$ cat config.mk
export PLATFORM = sky130hd
export DESIGN_NAME = uart_tx_sched
export DESIGN_NICKNAME = d
export VERILOG_FILES = /design/src/rtl/uart_tx_sched.sv
export SDC_FILE = /design/constraint.sdc
export NUM_CORES = 1
export LEC_CHECK = 0
export CORE_MARGIN = 2
export CORE_UTILIZATION = 35
export CTS_CLUSTER_DIAMETER = 40
export DETAILED_ROUTE_END_ITERATION = 7
export GPL_TIMING_DRIVEN = 1
export PLACE_DENSITY_LB_ADDON = 0.12
export SYNTH_ARGS = -nofsm -noshare
export SYNTH_HDL_FRONTEND = slang
export SYNTH_SLANG_ARGS = --single-unit
$ cat constraint.sdc
create_clock -name clk -period 7.1 [get_ports clk]
set_clock_uncertainty 0.2 [all_clocks]
set_input_delay 1.42 -clock clk [delete_from_list [all_inputs] [get_ports clk]]
set_output_delay 1.42 -clock clk [all_outputs]
set_load 0.02 [all_outputs]
$ cat src/rtl/uart_tx_sched.sv
// uart_tx_sched: round-robin, packet-locked scheduler sharing one
// 8N1 UART tx core among N_REQ byte sources.
//
// Ports:
//   clk, res              clock, synchronous active-high reset
//   req_valid/data/last   per-requester byte stream (byte i at [8i+7:8i])
//   req_ready             byte accepted on valid&ready at a clk edge
//   tx_start/tx_data      start pulse and byte to the tx core
//   tx_busy               tx core busy (rises after start, falls after stop)
//   grant_id, active      current/last grant, grant held
//   err                   one-cycle pulse on ack or lock timeout
module uart_tx_sched #(
  parameter int N_REQ        = 2,
  parameter int GAP_CYCLES   = 0,
  parameter int ACK_TIMEOUT  = 16,
  parameter int LOCK_TIMEOUT = 1000000,
  localparam int GW = (N_REQ > 1) ? $clog2(N_REQ) : 1
) (
  input  logic               clk,
  input  logic               res,
  input  logic [N_REQ-1:0]   req_valid,
  input  logic [8*N_REQ-1:0] req_data,
  input  logic [N_REQ-1:0]   req_last,
  output logic [N_REQ-1:0]   req_ready,
  output logic               tx_start,
  output logic [7:0]         tx_data,
  input  logic               tx_busy,
  output logic [GW-1:0]      grant_id,
  output logic               active,
  output logic               err
);

  typedef enum logic [2:0] {
    S_IDLE,
    S_FETCH,
    S_START,
    S_WAIT_ACK,
    S_WAIT_DONE,
    S_GAP
  } state_t;

  state_t        state_q, state_d;
  logic [GW-1:0] grant_q, grant_d;
  logic [GW-1:0] rr_q, rr_d;
  logic [31:0]   cnt_q, cnt_d;
  logic          last_q, last_d;
  logic [7:0]    tx_data_q, tx_data_d;
  logic          tx_start_q, tx_start_d;
  logic          active_q, active_d;
  logic          err_q, err_d;

  logic [GW-1:0] pick;
  logic          found;
  logic [GW-1:0] g_next;
  logic          g_valid;
  logic          accept;
  logic          post;
  logic [7:0]    g_byte;

  // First valid requester at or after the rr pointer, wrapping.
  always_comb begin
    pick  = '0;
    found = 1'b0;
    for (int i = 0; i < N_REQ; i++) begin
      int idx;
      idx = (int'(rr_q) + i) % N_REQ;
      if (!found && req_valid[GW'(idx)]) begin
        found = 1'b1;
        pick  = GW'(idx);
      end
    end
  end

  assign g_next = (grant_q == GW'(N_REQ - 1)) ? '0
                                              : grant_q + 1'b1;
  assign g_valid = req_valid[grant_q];
  assign g_byte  = req_data[{grant_q, 3'b000} +: 8];
  assign accept  = (state_q == S_FETCH) && g_valid && !tx_busy;

  always_comb begin
    req_ready = '0;
    if (state_q == S_FETCH)
      req_ready[grant_q] = g_valid & ~tx_busy;
  end

  always_comb begin
    state_d   = state_q;
    grant_d   = grant_q;
    rr_d      = rr_q;
    cnt_d     = cnt_q;
    last_d    = last_q;
    tx_data_d = tx_data_q;
    err_d     = 1'b0;
    post      = 1'b0;
    unique case (state_q)
      S_IDLE: begin
        if (found) begin
          grant_d = pick;
          cnt_d   = '0;
          state_d = S_FETCH;
        end
      end
      S_FETCH: begin
        if (accept) begin
          tx_data_d = g_byte;
          last_d    = req_last[grant_q];
          cnt_d     = '0;
          state_d   = S_START;
        end else if (cnt_q == 32'(LOCK_TIMEOUT - 1)) begin
          err_d   = 1'b1;
          rr_d    = g_next;
          state_d = S_IDLE;
        end else begin
          cnt_d = cnt_q + 1'b1;
        end
      end
      S_START: begin
        // The start cycle itself counts toward the ack timeout.
        cnt_d   = 32'd1;
        state_d = S_WAIT_ACK;
      end
      S_WAIT_ACK: begin
        if (tx_busy) begin
          state_d = S_WAIT_DONE;
        end else if (cnt_q >= 32'(ACK_TIMEOUT - 1)) begin
          err_d   = 1'b1;
          rr_d    = g_next;
          state_d = S_IDLE;
        end else begin
          cnt_d = cnt_q + 1'b1;
        end
      end
      S_WAIT_DONE: begin
        if (!tx_busy) begin
          if (GAP_CYCLES > 0) begin
            cnt_d   = '0;
            state_d = S_GAP;
          end else begin
            post = 1'b1;
          end
        end
      end
      S_GAP: begin
        if (cnt_q == 32'(GAP_CYCLES - 1))
          post = 1'b1;
        else
          cnt_d = cnt_q + 1'b1;
      end
      default: state_d = S_IDLE;
    endcase
    if (post) begin
      cnt_d = '0;
      if (last_q) begin
        rr_d    = g_next;
        state_d = S_IDLE;
      end else begin
        state_d = S_FETCH;
      end
    end
  end

  assign tx_start_d = (state_d == S_START);
  assign active_d   = (state_d != S_IDLE);

  always_ff @(posedge clk) begin
    if (res) begin
      state_q    <= S_IDLE;
      grant_q    <= '0;
      rr_q       <= '0;
      cnt_q      <= '0;
      last_q     <= 1'b0;
      tx_data_q  <= 8'h00;
      tx_start_q <= 1'b0;
      active_q   <= 1'b0;
      err_q      <= 1'b0;
    end else begin
      state_q    <= state_d;
      grant_q    <= grant_d;
      rr_q       <= rr_d;
      cnt_q      <= cnt_d;
      last_q     <= last_d;
      tx_data_q  <= tx_data_d;
      tx_start_q <= tx_start_d;
      active_q   <= active_d;
      err_q      <= err_d;
    end
  end

  assign tx_start = tx_start_q;
  assign tx_data  = tx_data_q;
  assign grant_id = grant_q;
  assign active   = active_q;
  assign err      = err_q;

endmodule

==> metrics <==
Slew @ Worst Pin 1.05 ns; Layout Cells excl Fill 464; WP data required approximately 5.5 ns; Post-DP HPWL 5320 um; antenna violations before repair 0; nets 385; Power per Cell Area 160 nW/um^2; max-slew violation count 0; wire length per cell 16.0 um; gr usage total 0.178; Top-Level Pins 37; crit path launch type input port; hold_buf cts 0; status finished, final reports clean; Post-synth top flop dfxtp_1; grt total ovfl 0; Final Cycle Share 0.702; ys async rst share 0; DR DRC count 0; RSZ-0062 raised after global routing false; clk_lat worst skew 0.29 ns; Top cell by count, worst path clkdlybuf4s50_1; Post-CTS Resized 0; share of power burned in registers 0.557; CP Cell Sequence clkdlybuf4s50_1, nor4_2, buf_4, nor2b_1, clkdlybuf4s50_1; Int Power 0.000379 W; CTS tree yes; data arrival time of the critical path 3.37 ns; area added between synthesis and finish 17.3%; placed insts 456; Layout Utilization 0.421; die area 8570 um^2; number of flops mapped to enable cells by yosys 0; starting DRC count in detailed routing ~220; Crit Path Max Fanout 21; # rows 32; clock buffer depth 2; commonest cells after routing, fill and taps aside dfxtp_1 (49), clkdlybuf4s50_1 (36), nor2_1 (25); Cell Area, Synth 2750 um^2; CP max-delay cell clkdlybuf4s50_1; Switching Power 0.000135 W; Worst Path Buf+Inv 3; setup bufs post-CTS 0; Syn. warnings 0; largest net degree at the start of global routing 40; Critical Path Sink Type primary output; via count roughly 2700; post-synth top area share 0.357; root buffer cell clkbuf_8; count of input and output buffers 36; ant diodes 0; Crit path largest cell delay 0.62 ns; distinct cell type count after synthesis 48; Slew headroom 0.298; vias in the first global route ~2500; Final ANT Viol Nets 0; area leader, netlist dfxtp_1; first-pass GRT wire length 12200 um; sw frac 0.263; clock slew at reported path FFs 0.09 ns; Chip Height 92.6 um; fmax roughly 0.20 GHz; router iterations before antenna repair 6; routed wire length 7410 um; register area share after synthesis 0.357; Setup violations, final 0; H-Tree Depth 2; Net Count, Synth 363; Post-Syn Instances between 300 and 400; Core Footprint 7650 um^2; Area contributors post-synth dfxtp_1 (36%), mux2i_1 (5.1%), nor4_1 (4.3%), a21oi_1 (4.0%), nand3_1 (4.0%); Initial Utilization 0.359; Die Wd 92.6 um; total chip power 0.000514 W; Hold Vio Cnt, Final 0; Leakage 1.01 nW; Final min period 4.99 ns; Via density 5.88; most common cell after layout, fill and taps aside dfxtp_1; Max VDD drop approximately 0.000079 V; syn_area_per_cell 8.10 um^2; CTS buffer count 5; combinational share of power 0.134; clock power share 0.309; Placer Congestion between 0.8 and 0.9; Worst path top cell family by delay buffers and inverters; Max Cap Viol 0; Crit Path Class input port to primary output; Yosys reg bits 49; final setup TNS 0 ns; Hold Path Class flip-flop to flip-flop; clock net sink count between 40 and 50; fill count 793; layout cells sized above 1 0.0497
[synthesized netlist by cell type (13+ instances only)]
library cell / n
nand2_1: 24
o31ai_1: 14
a21oi_1: 22
nand3_1: 22
nor4_1: 19
or4_1: 13
mux2i_1: 14
nand4_1: 13
clkbuf_1: 15
nor2_1: 25
dfxtp_1: 49
[per-layer routing]
metal  global-route usage  wire length, um  vias to the layer above
met5                    0                0                        -
met4               0.0597              135                        0
met3               0.0504              491                       16
met2                0.284             3370                       87
met1                0.231             3410                     1288
li1                     -                -                     1339
[worst paths after layout]
path,from,to,slack [ns],depth (start not counted)
worst max-delay path,tx_busy,req_ready[0],2.11,5
worst min-delay path,rr_q,rr_q,0.27,2
worst max register to register,grant_id,cnt_q[22],3.51,7
worst min register to register,rr_q,rr_q,0.27,2
[power groups by stage]
stage / clock network (W) / registers (W) / logic (W)
after floorplan: 0 / 0.000294 / 0.0000407
after global placement: 0 / 0.000293 / 0.0000687
after detailed placement: 0 / 0.000293 / 0.0000690
after CTS: 0.000167 / 0.000287 / 0.0000693
after global routing: 0.000179 / 0.000288 / 0.0000755
final: 0.000159 / 0.000287 / 0.0000689
[worst min-delay path, delay by kind of cell, from the launching register on]
kind	cells	cell delay [ns]
simple gates	1	0.06
compound gates	1	0.05
flops	1	0.32
[state kept, by name, summed over array words and instances (netlist names)]
name	cells
last_q	1
rr_q	1
grant_id	1
err	1
tx_start	1
state_q	3
cnt_q	32
active	1
tx_data	8
[cell type report]
cell class                      instances  area (um^2)  area share
Clock buffer                            6         72.6      0.0225
Clock inverter                          2         10.0     0.00311
Inverter                               10         37.5      0.0117
Multi-Input combinational cell        256         1610       0.500
Sequential cell                        49          981       0.304
Tap cell                              102          128      0.0396
Timing Repair Buffer                   39          383       0.119
[logic make-up (layout without fill, tap and decap cells)]
logic type | after synthesis | in the layout | share of synthesized area
muxes | 14 | 14 | 0.0510
buffers and inverters | 34 | 57 | 0.0588
adders and majority gates | 1 | 1 | 0.00456
AOI/OAI and AO/OA | 78 | 78 | 0.196
xor gates and xnor gates | 5 | 5 | 0.0159
DFF | 49 | 49 | 0.357
and+or+nand+nor | 158 | 158 | 0.317
[metrics by stage]
stage	hold slack, ns	cell area (um^2)	setup slack (ns)
after floorplan	0.243	2750	2.55
after global placement	0.252	3140	2.16
after detailed placement	0.264	3140	2.12
after CTS	0.276	3220	2.11
after global routing	0.315	3220	2.00
final	0.273	3220	2.11
Power figures use the tool's default switching activity.
